### src/rtl/secuenciador_rtc_if.sv
// rtl/secuenciador_rtc_if.sv - user write-request bundle for the RTC register sequencer
//
// Purpose: carries one pending RTC register write from the user-edit logic
//          to the sequencer.
// Signals:
//   wr_req   level, write pending; the requester holds it until wr_ack
//   wr_addr  RTC register address for the write
//   wr_data  byte to write
//   wr_ack   1-cycle pulse in the last cycle of the write slot
// Modports: master = requester, slave = sequencer.
interface secuenciador_rtc_if;
  logic       wr_req;
  logic [7:0] wr_addr;
  logic [7:0] wr_data;
  logic       wr_ack;

  modport master (output wr_req, output wr_addr, output wr_data, input wr_ack);
  modport slave  (input wr_req, input wr_addr, input wr_data, output wr_ack);
endinterface

### src/rtl/secuenciador_rtc.sv
// rtl/secuenciador_rtc.sv - slot sequencer sweeping RTC registers into a shadow bank
//
// Purpose: drives the RTC protocol engine in fixed TRANS_CYCLES-long slots.
//          Read slots sweep the time/date/timer registers and capture data_vga
//          into a shadow bank. A pending user write is inserted as a single
//          write slot between two read slots.
// Ports:
//   clk, reset (synchronous, active-low)
//   wr                 write-request interface (slave side)
//   address            protocol engine address
//   data_write         protocol engine DATA_WRITE (0 in read slots)
//   indicador_maquina  1 = write slot, 0 = read slot
//   data_vga           byte returned by the protocol engine
//   seg..hora_t        shadow register bank
//   frame_valid        1-cycle pulse when bank[8] (the end of a sweep) is captured
// Optional: SECUENCIADOR_INIT_EN inserts two start-up write slots
//           (0x02 <- 0x10, then 0x00 <- 0x00) before the first read slot.
module secuenciador_rtc #(
  parameter int TRANS_CYCLES = 256,
  parameter int N_REGS       = 9
) (
  input  logic                     clk,
  input  logic                     reset,
  secuenciador_rtc_if.slave        wr,
  output logic [7:0]               address,
  output logic [7:0]               data_write,
  output logic                     indicador_maquina,
  input  logic [7:0]               data_vga,
  output logic [7:0]               seg,
  output logic [7:0]               min,
  output logic [7:0]               hora,
  output logic [7:0]               dia,
  output logic [7:0]               mes,
  output logic [7:0]               anio,
  output logic [7:0]               seg_t,
  output logic [7:0]               min_t,
  output logic [7:0]               hora_t,
  output logic                     frame_valid
);

  localparam int CW = $clog2(TRANS_CYCLES);

  typedef enum logic [1:0] {RST_WAIT, READ, WRITE, INIT} state_t;

  state_t        state;
  logic [CW-1:0] cnt;
  logic [3:0]    ptr;
  logic [7:0]    bank [0:N_REGS-1];
`ifdef SECUENCIADOR_INIT_EN
  logic          init_step;
`endif

  logic       slot_end;
  logic       ack_next;
  logic       ptr_last;
  logic [3:0] ptr_next;

  // Fixed sweep map: time/date block at 0x21.., timer block at 0x41..
  function automatic logic [7:0] reg_addr(input logic [3:0] idx);
    case (idx)
      4'd0:    reg_addr = 8'h21;
      4'd1:    reg_addr = 8'h22;
      4'd2:    reg_addr = 8'h23;
      4'd3:    reg_addr = 8'h24;
      4'd4:    reg_addr = 8'h25;
      4'd5:    reg_addr = 8'h26;
      4'd6:    reg_addr = 8'h41;
      4'd7:    reg_addr = 8'h42;
      4'd8:    reg_addr = 8'h43;
      default: reg_addr = 8'h21;
    endcase
  endfunction

  assign slot_end = (cnt == CW'(TRANS_CYCLES - 1));
  // wr_ack is registered, so it is set one cycle early to land on the last slot cycle
  assign ack_next = (cnt == CW'(TRANS_CYCLES - 2));
  assign ptr_last = (ptr == 4'(N_REGS - 1));
  assign ptr_next = ptr_last ? 4'd0 : ptr + 4'd1;

  always_ff @(posedge clk) begin
    if (!reset) begin
      state             <= RST_WAIT;
      cnt               <= '0;
      ptr               <= '0;
      address           <= '0;
      data_write        <= '0;
      indicador_maquina <= 1'b0;
      frame_valid       <= 1'b0;
      wr.wr_ack         <= 1'b0;
      for (int i = 0; i < N_REGS; i++) bank[i] <= '0;
`ifdef SECUENCIADOR_INIT_EN
      init_step         <= 1'b0;
`endif
    end else begin
      frame_valid <= 1'b0;
      wr.wr_ack   <= 1'b0;
      case (state)
        RST_WAIT: begin
          cnt <= '0;
`ifdef SECUENCIADOR_INIT_EN
          state             <= INIT;
          init_step         <= 1'b0;
          address           <= 8'h02;
          data_write        <= 8'h10;
          indicador_maquina <= 1'b1;
`else
          state             <= READ;
          address           <= reg_addr(4'd0);
          data_write        <= 8'h00;
          indicador_maquina <= 1'b0;
`endif
        end

        READ: begin
          if (slot_end) begin
            cnt        <= '0;
            bank[ptr]  <= data_vga;
            ptr        <= ptr_next;
            frame_valid <= ptr_last;
            // The address/data latched here stay frozen for the whole next slot
            if (wr.wr_req) begin
              state             <= WRITE;
              address           <= wr.wr_addr;
              data_write        <= wr.wr_data;
              indicador_maquina <= 1'b1;
            end else begin
              address           <= reg_addr(ptr_next);
              data_write        <= 8'h00;
              indicador_maquina <= 1'b0;
            end
          end else begin
            cnt <= cnt + 1'b1;
          end
        end

        WRITE: begin
          if (slot_end) begin
            // Always return to READ so a held wr_req cannot starve the sweep
            cnt               <= '0;
            state             <= READ;
            address           <= reg_addr(ptr);
            data_write        <= 8'h00;
            indicador_maquina <= 1'b0;
          end else begin
            cnt       <= cnt + 1'b1;
            wr.wr_ack <= ack_next;
          end
        end

`ifdef SECUENCIADOR_INIT_EN
        INIT: begin
          if (slot_end) begin
            cnt <= '0;
            if (!init_step) begin
              init_step         <= 1'b1;
              address           <= 8'h00;
              data_write        <= 8'h00;
              indicador_maquina <= 1'b1;
            end else begin
              state             <= READ;
              address           <= reg_addr(4'd0);
              data_write        <= 8'h00;
              indicador_maquina <= 1'b0;
            end
          end else begin
            cnt <= cnt + 1'b1;
          end
        end
`endif

        default: state <= RST_WAIT;
      endcase
    end
  end

  assign seg    = bank[0];
  assign min    = bank[1];
  assign hora   = bank[2];
  assign dia    = bank[3];
  assign mes    = bank[4];
  assign anio   = bank[5];
  assign seg_t  = bank[6];
  assign min_t  = bank[7];
  assign hora_t = bank[8];

endmodule

### src/flat_wrapper.sv
// flat-port wrapper written by rule: the top's interface ports become plain ports
module secuenciador_rtc_flat 
#(
  parameter int TRANS_CYCLES = 256,
  parameter int N_REGS       = 9
)
  (clk, reset, address, data_write, indicador_maquina, data_vga, seg, min, hora, dia, mes, anio, seg_t, min_t, hora_t, frame_valid, wr_wr_req, wr_wr_addr, wr_wr_data, wr_wr_ack);
  secuenciador_rtc_if wr_i ();
  input  logic clk;
  input  logic reset;
  output logic [7:0] address;
  output logic [7:0] data_write;
  output logic indicador_maquina;
  input  logic [7:0] data_vga;
  output logic [7:0] seg;
  output logic [7:0] min;
  output logic [7:0] hora;
  output logic [7:0] dia;
  output logic [7:0] mes;
  output logic [7:0] anio;
  output logic [7:0] seg_t;
  output logic [7:0] min_t;
  output logic [7:0] hora_t;
  output logic frame_valid;
  input wire logic [$bits(wr_i.wr_req)-1:0] wr_wr_req;
  input wire logic [$bits(wr_i.wr_addr)-1:0] wr_wr_addr;
  input wire logic [$bits(wr_i.wr_data)-1:0] wr_wr_data;
  output wire logic [$bits(wr_i.wr_ack)-1:0] wr_wr_ack;
  assign wr_i.wr_req = wr_wr_req;
  assign wr_i.wr_addr = wr_wr_addr;
  assign wr_i.wr_data = wr_wr_data;
  assign wr_wr_ack = wr_i.wr_ack;
  secuenciador_rtc #(.TRANS_CYCLES(TRANS_CYCLES), .N_REGS(N_REGS)) u_core (.clk(clk), .reset(reset), .wr(wr_i), .address(address), .data_write(data_write), .indicador_maquina(indicador_maquina), .data_vga(data_vga), .seg(seg), .min(min), .hora(hora), .dia(dia), .mes(mes), .anio(anio), .seg_t(seg_t), .min_t(min_t), .hora_t(hora_t), .frame_valid(frame_valid));
endmodule
### config.mk
export PLATFORM = sky130hd
export DESIGN_NAME = secuenciador_rtc_flat
export DESIGN_NICKNAME = d
export VERILOG_FILES = /design/src/rtl/secuenciador_rtc_if.sv /design/src/rtl/secuenciador_rtc.sv /design/src/flat_wrapper.sv
export SDC_FILE = /design/constraint.sdc
export NUM_CORES = 1
export LEC_CHECK = 0
export CORE_UTILIZATION = 50
export DETAILED_ROUTE_END_ITERATION = 16
export DONT_BUFFER_PORTS = 1
export PLACE_DENSITY_LB_ADDON = 0.12
export SETUP_SLACK_MARGIN = 0.1
export SLEW_MARGIN = 20
export SYNTH_ARGS = -nofsm -noshare
export SYNTH_HDL_FRONTEND = slang
export SYNTH_SLANG_ARGS = --single-unit
### constraint.sdc
create_clock -name clk -period 2.65 [get_ports clk]
set_input_delay 0.3975 -clock clk [delete_from_list [all_inputs] [get_ports clk]]
set_output_delay 0.3975 -clock clk [all_outputs]
set_load 0.02 [all_outputs]
* Word level (Yosys, flattened, before mapping)
Memories as Yosys holds them, arrays and structs flattened. A register that Yosys moved wholly into a read port is not among the register bits.
Index checks and enable logic that the tools add are counted.
** Cells by class
- Reductions and logical operators :: 10
- $add $sub $neg :: 2
- Equality and inequality tests :: 8
- Muxes and demuxes :: 29
- Bitwise operators :: 2
** Operators by type and width (number)
- 8-bit 2-to-1 mux :: 8
- 8-bit one-hot mux with 3 select lines :: 2
- 8-bit == test, second input constant :: 2
- 4-bit 2-to-1 mux :: 4
- 8-bit one-hot mux with 2 select lines :: 1
- 1-bit 2-to-1 mux :: 9
- 3-bit AND reduction :: 3
- 8-bit by 1-bit adder with 8-bit output, second input constant :: 1
- 8-bit OR reduction :: 1
- 2-bit 2-to-1 mux :: 3
- 2-bit one-hot mux with 3 select lines :: 1
- 4-bit by 1-bit adder with 4-bit output, second input constant :: 1
- 4-bit == test, second input constant :: 1
- 2-bit by 1-bit inequality test with 1-bit output, second input constant :: 2
- 1-bit one-hot mux with 3 select lines :: 1
- 3-bit nonzero test :: 1
- 3-bit OR reduction :: 1
- 2-bit by 1-bit == test with 1-bit output, second input constant :: 1
- 2-bit == test, second input constant :: 1
- 2-bit logical NOT :: 1
- 2-bit inequality test, second input constant :: 1
- 1-bit NOT :: 2
- 2-bit AND reduction :: 1
- 2-bit nonzero test :: 1
- 2-bit OR reduction :: 1
** Storage, ports and cells
- Output and inout port bits :: 91
- RAM bits :: 72
- Memories :: 3
- Register bits :: 33
- Bits of input ports :: 27
- Logic and storage cells :: 62
- ROM bits :: 160
** Memories
- (no name shown) :: words 16, width 5, read ports 1, clocked after memory_dff 0, write ports 0, RTL line secuenciador_rtc.sv:60 : case (idx)
- (no name shown) :: words 16, width 5, read ports 1, clocked after memory_dff 1, write ports 0, RTL line secuenciador_rtc.sv:60
- u_core.bank :: words 9, width 8, read ports 9, clocked after memory_dff 0, write ports 9, RTL line secuenciador_rtc.sv:48 : logic [7:0] bank [0:N_REGS-1];

* Longest topological paths before layout
Gate-level depths: netlist of the first run.
- Depth after elaboration :: 7
- Depth in mapped cells :: 11
- Gate-level depth less buffers :: 11

* Worst setup path before layout of the first run
No wires, ideal clock.
- Path type :: reg2reg
- From :: reg u_core.state[1]
- To :: reg (tool-made name)
- Library setup time :: 117 ps
- Path buffers :: 0
- Slack :: 587 ps
- Cell stages (with the launch flop) :: 12
- Arrival :: 1946 ps
- Clock period less this slack :: 2063 ps
- Cells stage by stage :: dfxtp_1 inv_1 ha_1 nand4_4 nor2_1 a21oi_1 nand2b_2 ha_1 and2_1 a32oi_1 o21ai_0 o2bb2ai_1
** RTL lines
- start: declaration :: RTL line secuenciador_rtc.sv:45 : state_t state;
- start signal: assignment :: RTL line secuenciador_rtc.sv:82 : state <= RST_WAIT;
- start signal: assignment :: RTL line secuenciador_rtc.sv:107 : state <= READ;
- start signal: assignment :: RTL line secuenciador_rtc.sv:122 : state <= WRITE;

==> reports/results.txt, run 1 <==
The via count normalized by instance count came out at 5.48. The number of endpoints with negative hold slack in the final report was 0. The buffer depth of the longest clock path was 2; the total global routing overflow was 0. The worst setup path is captured at a flip-flop. Entering global routing, the biggest net connects 56 pins. Ranked by total cell area, the synthesized netlist is headed by sky130_fd_sc_hd__edfxtp_1 (44%), sky130_fd_sc_hd__dfxtp_1 (16%), sky130_fd_sc_hd__and2_1 (9.8%). Across the VDD grid, the largest voltage drop is 0.000392 V. The tool flagged a number of max-cap violations equal to 0. The run gives 6440 µm as the estimated wirelength of the detail-placed design.

The post-cts resize count is 0, and the filler cell count is 832. The number of clock sinks seen by CTS came out at 110. The logs give 0 for the residual antenna-violating net count after detailed routing and 19.6% for the total track usage. Count of routing violations after the opening detailed-route iteration: 151. The tightest min-delay check is of the input pin to flip-flop type. The flow ran to the end, and the final reports show no timing, DRC or antenna violations. The number of design rule violations left after detail routing is 0. Count of final max-slew check failures: 0.

The worst-margin pin slew is 0.595 ns, and the final cycle utilization of the critical path is 87.9%. The number of diodes is 0, and the power density over the cells is 709 mW/mm². Yosys mapped a number of flops with a built-in enable equal to 72.

The area enclosed by the die boundary is 0.0101 mm², and the final-layout setup total negative slack is 0 ns. TritonCTS built the clock tree. Number of synthesis warnings: 0. Clock-pin slew was measured on the worst setup and hold paths at 0.11 ns.

The clock tree synthesis step divided the H-tree into 3 levels. The ratio of cells with drive above 1 in the final layout came out at 9.02%. The number of nets produced by synthesis is 453. The analysis attributes to cell leakage a power of 0.00187 µW. The first global-routing pass estimated 14,900 µm of wire. The share of synthesized area in the top cell type comes to 44.4%.

Post-CTS setup buffer count: 0. The initial antenna violation count was 0; the die outline width was 101 µm. The area growth from synthesis to final layout was 5.94%.

After synthesis the netlist holds a flip-flop and latch count of 110. The maximum net fanout on the critical path works out to 9. The run gives 412 as the cell count after synthesis. Final wirelength: 9510 µm. The overall die height came out at 101 µm. In this run the tool buffered the top-level ports with 0 buffer cells.

The worst-case clock skew is 0.0169 ns, and the clock latency reported for the late side of the worst-skew pair is 0.37 ns. The commonest cells after synthesis are sky130_fd_sc_hd__and2_1 (76), sky130_fd_sc_hd__edfxtp_1 (72), sky130_fd_sc_hd__dfxtp_1 (38), sky130_fd_sc_hd__nand2_1 (31), sky130_fd_sc_hd__nand3_1 (20). The most common cell in the synthesized netlist is sky130_fd_sc_hd__and2_1. At the worst endpoint, the arrival time is 2.37 ns. The logs give 0 for the final setup violation count and 539 for the final cell count without fillers.

Summing the sequential cell areas from Yosys gives 60.1% of the chip area. STA classifies the critical path startpoint as a flip-flop. At the end of the flow, the number of nets in the layout was 446. The run gives 2,954 as the via count. Setup repair after global routing left no endpoint under its margin. For the via count of the first global-routing pass, the log shows 2,776. Flip-flop cell with the highest count after synthesis: sky130_fd_sc_hd__edfxtp_1.

Based on the critical path, the design can be clocked at up to 0.429 GHz. The tools report the relative max-transition margin as 60.3%. The first TritonRoute pass finished after 4 iterations.

The tools report the share of the core filled with cells as 55.3%. The largest total area in the synthesized netlist belongs to sky130_fd_sc_hd__edfxtp_1. Placed cell count: 523. The clock period minus final worst setup slack was 2.33 ns; the fraction of registers with async set or reset after synthesis was 0%. The congestion estimate from routability-driven global placement came to 0.848. The top-level port count is 118, and the average wire per standard cell is 17.6 µm. The tree is rooted in a sky130_fd_sc_hd__clkbuf_8.

The initial standard-cell utilization of the core came out at 52.2%. The core area was 0.00933 mm²; the per-instance average area after synthesis was 11.8 µm². In this run the cell area of the synthesized design comes to 0.00487 mm².

The tools report the number of unique standard cell types used by synthesis as 59. The run gives 0 as the hold buffer count at cts. Data on the critical path is required at its endpoint by 2.69 ns. The floorplan has 35 rows. The tools report the number of CTS-inserted buffers as 9. The worst setup path is of the flip-flop to flip-flop kind.
==> flip-flops by register name, summed over array words and instances (netlist names), named ones only <==
register                  flops
u_core.address                8
u_core.bank                  72
u_core.cnt                    8
u_core.data_write             8
u_core.frame_valid            1
u_core.indicador_maquina      1
u_core.ptr                    4
u_core.state                  2
u_core.wr.wr_ack              1
==> worst max-delay path: stages (launching register included) <==
cell,delay [ns]
sky130_fd_sc_hd__dfxtp_1,0.35
sky130_fd_sc_hd__inv_1,0.10
sky130_fd_sc_hd__ha_1,0.34
sky130_fd_sc_hd__nand4_4,0.20
sky130_fd_sc_hd__nor3_1,0.28
sky130_fd_sc_hd__and3_1,0.34
sky130_fd_sc_hd__nand2b_1,0.38
==> layout by cell type, fill, tap and decap left out, types with 2 or more instances in the layout <==
cell type	n
sky130_fd_sc_hd__buf_4	4
sky130_fd_sc_hd__and3_1	8
sky130_fd_sc_hd__o21ai_0	8
sky130_fd_sc_hd__and2_1	76
sky130_fd_sc_hd__a221oi_1	3
sky130_fd_sc_hd__o31ai_1	2
sky130_fd_sc_hd__inv_1	10
sky130_fd_sc_hd__nor2_1	9
sky130_fd_sc_hd__a21o_1	2
sky130_fd_sc_hd__inv_6	2
sky130_fd_sc_hd__nand2_1	31
sky130_fd_sc_hd__clkinvlp_4	2
sky130_fd_sc_hd__dfxtp_1	37
sky130_fd_sc_hd__xnor2_1	2
sky130_fd_sc_hd__a21boi_0	11
sky130_fd_sc_hd__nand2b_1	14
sky130_fd_sc_hd__edfxtp_1	72
sky130_fd_sc_hd__nand3_1	20
sky130_fd_sc_hd__o211ai_1	2
sky130_fd_sc_hd__a21oi_1	5
sky130_fd_sc_hd__a21boi_1	6
sky130_fd_sc_hd__nand4_1	5
sky130_fd_sc_hd__a31oi_1	3
sky130_fd_sc_hd__clkbuf_8	9
sky130_fd_sc_hd__and2b_1	2
sky130_fd_sc_hd__o21ai_1	4
sky130_fd_sc_hd__nor3b_1	3
sky130_fd_sc_hd__ha_1	14
sky130_fd_sc_hd__nor2b_1	4
sky130_fd_sc_hd__o21ai_2	2
sky130_fd_sc_hd__nor3_1	6
==> kinds of logic after synthesis <==
family                     share of synthesized area, %
DFF                                                60.1
buffers and inverters                              3.03
xor gates and xnor gates                          0.360
adders and majority gates                          3.60
AOI/OAI and AO/OA                                  8.67
muxes                                             0.514
and+or+nand+nor                                    23.8
==> path summary, 6_finish.rpt <==
| path | slack, ns | end | cells after the start | startpoint |
|---|---|---|---|---|
| setup / recovery | 0.32 | u_core.bank[1][5] | 6 | u_core.state[1] |
| hold / removal | 0.14 | flip-flop | 1 | reset |
| setup reg to reg | 0.32 | u_core.bank[1][5] | 6 | u_core.state[1] |
| hold reg to reg | 0.51 | u_core.state[1] | 2 | u_core.state[1] |
==> final cells by class <==
cell class / count / area [µm²] / share of cell area (%)
timing repair buffer: 4 / 30.0 / 0.583
inverter: 11 / 41.3 / 0.801
multi-input combinational: 269 / 1800 / 34.8
sequential: 110 / 2920 / 56.7
clock buffer: 9 / 124 / 2.40
tap: 129 / 161 / 3.13
clock inverter: 7 / 78.8 / 1.53
==> layer usage <==
layer  vias up  global-route usage [%]  routed length [µm]
met4         0                    6.35                 123
met2       109                    31.1                4560
met5         -                       0                   0
met1      1399                    25.9                4260
met3        10                    5.96                 569
li1       1436                       -                   -
==> report_power, final <==
part / internal, µW / switching [µW]
registers: 1930 / 180
logic: 165 / 345
clock network: 449 / 585
total: 2550 / 1110
==> through the flow <==
| step | setup WS, ns | power, µW | hold WS, ns | cell area (µm²) |
|---|---|---|---|---|
| after detailed placement | 0.323 | 2660 | 0.498 | 4950 |
| after floorplan | 0.587 | 2560 | 0.464 | 4870 |
| final | 0.320 | 3660 | 0.140 | 5150 |
| after CTS | 0.301 | 3680 | 0.102 | 5150 |
| after global routing | 0.109 | 3820 | 0.0983 | 5150 |
| after global placement | 0.391 | 2650 | 0.490 | 4950 |
Note: power is estimated with default switching activity, not from simulation.
==> run 2, diff against run 1 <==
Settings changed: CORE_UTILIZATION 50 to 59.
Clock period 2.65 ns to 2.5 ns, I/O delays scaled along.
==> run 2 against run 1 <==
Net effect: non-clock buffer count grew 3; die area down 15%; hold slack worse by 0.028 ns; setup slack worse by 0.0043 ns; via count increased by 1.5%; final cell count decreased by 4.5%; critical path type unchanged; global-route usage grew 2.5 points.
==> reports/results.txt, run 2 (same netlist as run 1, synthesis figures left out) <==
The clock period minus final worst setup slack works out to 2.18 ns (-0.146 ns). The run gives 110 (unchanged) as the number of clock sinks seen by CTS. The die outline width was 92.8 µm (-7.8%). The overall die height was 92.8 µm (-7.8%). The data arrival time of the critical path came out at 2.44 ns (+0.07 ns). The logs give 180 (+19%) for the count of routing violations after the opening detailed-route iteration and 4 (unchanged) for the first-pass detailed-route iteration total. The core area came out at 0.00785 mm² (-16%). The initial standard-cell utilization of the core was 62.0% (+9.8 points).

The area enclosed by the die boundary came out at 0.00861 mm² (-15%). The most frequent cell on the critical path is sky130_fd_sc_hd__and2_1. The static leakage is 0.00189 µW (+1.1%), and the slack of the critical path is 0.316 ns (-0.00430 ns). The final cycle utilization of the critical path came out at 87.4% (-0.55 points). The number of flip-flops in the largest register was 72 (unchanged). The longest individual stage delay on the worst path is 0.40 ns (+0.02 ns).

Root cell of the clock tree: sky130_fd_sc_hd__clkbuf_8. Buffer depth of the longest clock path: 2 (unchanged). For the number of core rows, the log shows 32 (-8.6%). The via count of the first global-routing pass is 2,825 (+1.8%), and the filler cell count is 632 (-24%). The kind of launch point of the worst setup path was a flip-flop. The number of diodes is 0 (unchanged). Hold buffer count at cts: 0 (unchanged). The run gives 9200 µm (-3.3%) as the final wirelength. TritonCTS built the clock tree. The top cell types in the final layout, fill and taps aside, are sky130_fd_sc_hd__and2_1 (76), sky130_fd_sc_hd__edfxtp_1 (72), sky130_fd_sc_hd__dfxtp_1 (36). The average wire per standard cell came out at 17.9 µm (+1.2%).

The relative max-transition margin is 59.8% (-0.53 points). Cell area after layout: 0.00516 mm² (about the same). The routability-driven placement congestion ratio was 0.914 (+7.8%); the number of CTS-inserted buffers was 9 (unchanged). The tools report the via count as 2,998 (+1.5%). The number of maximum-capacitance violations is 0 (unchanged), and the required time of the critical path is 2.76 ns (+0.07 ns). The worst-case clock skew was 0.0112 ns (-0.00571 ns). The kind of path behind the tightest hold check was input pin to flip-flop. The register area is 0.00293 mm² (about the same), and the maximum net fanout on the critical path is 5 (-4). The H-tree depth reported by CTS was 3 (unchanged).

The slowest stage cell on the critical path is sky130_fd_sc_hd__dfxtp_1. The final-layout setup total negative slack is 0 ns (unchanged). Setup repair after global routing left no endpoint under its margin. The count of port buffers added during placement was 0 (unchanged); the initial antenna violation count was 0 (unchanged).

The tools report the type of destination of the critical path as a flip-flop. The worst hold slack was 0.111 ns (-0.0285 ns); the via count normalized by instance count was 5.82 (+6.2%). For the estimated wirelength of the detail-placed design, the log shows 6320 µm (-1.9%). The run gives 0 (unchanged) as the final setup violation count. The critical path is of the flip-flop to flip-flop type. The number of design rule violations left after detail routing is 0 (unchanged), and the residual antenna-violating net count after detailed routing is 0 (unchanged). The library cell used most frequently in the layout, excluding fill and tap cells, is sky130_fd_sc_hd__and2_1. The run gives 0 (unchanged) as the number of endpoints with negative hold slack in the final report. For the total global routing overflow, the log shows 0 (unchanged). Ratio of cells with drive above 1 in the final layout: 9.93% (+0.90 points). For the clock latency reported for the late side of the worst-skew pair, the log shows 0.37 ns (about the same).

The critical path goes through and2_1, nand4_4, nor2_1, a21oi_1, nand2b_2, ha_1, and2_1, a32oi_1, o21ai_0, o2bb2ai_1. Area occupied by multi-input gates: 0.00181 mm² (+0.70%). The cell area after placement was 0.00494 mm² (-0.23%); the clock edge transition at the registers on the reported setup and hold paths was 0.10 ns (about the same). The power density over the cells was 753 mW/mm² (+6.1%); the total track usage was 22.2% (+2.5 points). Most flop-heavy register: u_core.bank. The first-pass GRT wire length came out at 14,400 µm (-3.8%). Critical path's top delay family: simple AND/OR/NAND/NOR gates. The run gives 0 (unchanged) as the count of final max-slew check failures. Post-CTS setup buffer count: 0 (unchanged).

The run finished with clean final reports. Total number of nets in the final design: 449 (+0.67%). The peak supply drop is 0.000547 V (+39%), and the top-level port count is 118 (unchanged).

The worst-margin pin slew was 0.603 ns (+0.00797 ns); the count of buffering cells on the critical path with inverters included was 0 (-1). The maximum clock frequency is 0.458 GHz (+6.7%), and the worst-case setup slack after placement is 0.219 ns (-0.105 ns). The largest net degree at the start of global routing came out at 56 (unchanged).

The area growth from synthesis to final layout was 6.04% (about the same).
[run 2: changes by cell type in the layout (fill, tap and decap cells not counted), sizes merged]
cell      previous run  this run
buf                  4         7
clkbuf               9        10
clkinvlp             2         1
[run 2: what timing repair did]
| action | CTS | global route |
|---|---|---|
| resized for setup | 0 | 4 |
| endpoints found under the setup margin | 0 | 50 |
| endpoints found under the hold margin | 0 | 0 |
[run 2: layer usage]
layer | track usage, % | routed length (µm) | vias up
li1 | - | - | 1450
met1 | 28.5 | 4100 | 1434
met2 | 36.3 | 4470 | 106
met3 | 5.42 | 550 | 8
met4 | 8.46 | 78 | 0
met5 | 0 | 0 | -
[run 2: stage by stage]
stage	power [µW]	cells	util (%)
finish	3880	515	65.8
global route	4040	515	65.8
CTS	3890	515	65.6
detailed placement	2820	499	62.9
global placement	2810	499	62.9
floorplan	2710	412	-
[run 2: path summary, 6_finish.rpt]
kind	to	depth (start not counted)	slack [ns]	start
worst max-delay path	flip-flop	10	0.32	u_core.cnt[2]
worst min-delay path	flip-flop	1	0.11	reset
worst max register to register	flip-flop	10	0.32	u_core.cnt[2]
worst min register to register	u_core.state[1]	2	0.51	u_core.state[1]
[run 2: area by class of cell]
class	instances	share of cell area, %
Tap cell	102	2.47
Clock buffer	10	2.47
Inverter	11	0.800
Clock inverter	6	1.50
Sequential cell	110	56.7
Multi-Input combinational cell	269	35.0
Timing Repair Buffer	7	1.02
[run 2: report_power, final]
group          internal [µW]  switching (µW)  leakage (µW)
logic                    185             365      0.000797
clock network            483             609      0.000101
registers               2050             194      0.000992
total                   2720            1170       0.00189
[run 2: worst register-to-register path, stage by stage (launching register included)]
cell and delay [ns]:
sky130_fd_sc_hd__dfxtp_1 0.40, sky130_fd_sc_hd__and2_1 0.30, sky130_fd_sc_hd__nand4_4 0.18, sky130_fd_sc_hd__nor2_1 0.13
sky130_fd_sc_hd__a21oi_1 0.04, sky130_fd_sc_hd__nand2b_2 0.22, sky130_fd_sc_hd__ha_1 0.22, sky130_fd_sc_hd__and2_1 0.17
sky130_fd_sc_hd__a32oi_1 0.18, sky130_fd_sc_hd__o21ai_0 0.11, sky130_fd_sc_hd__o2bb2ai_1 0.12
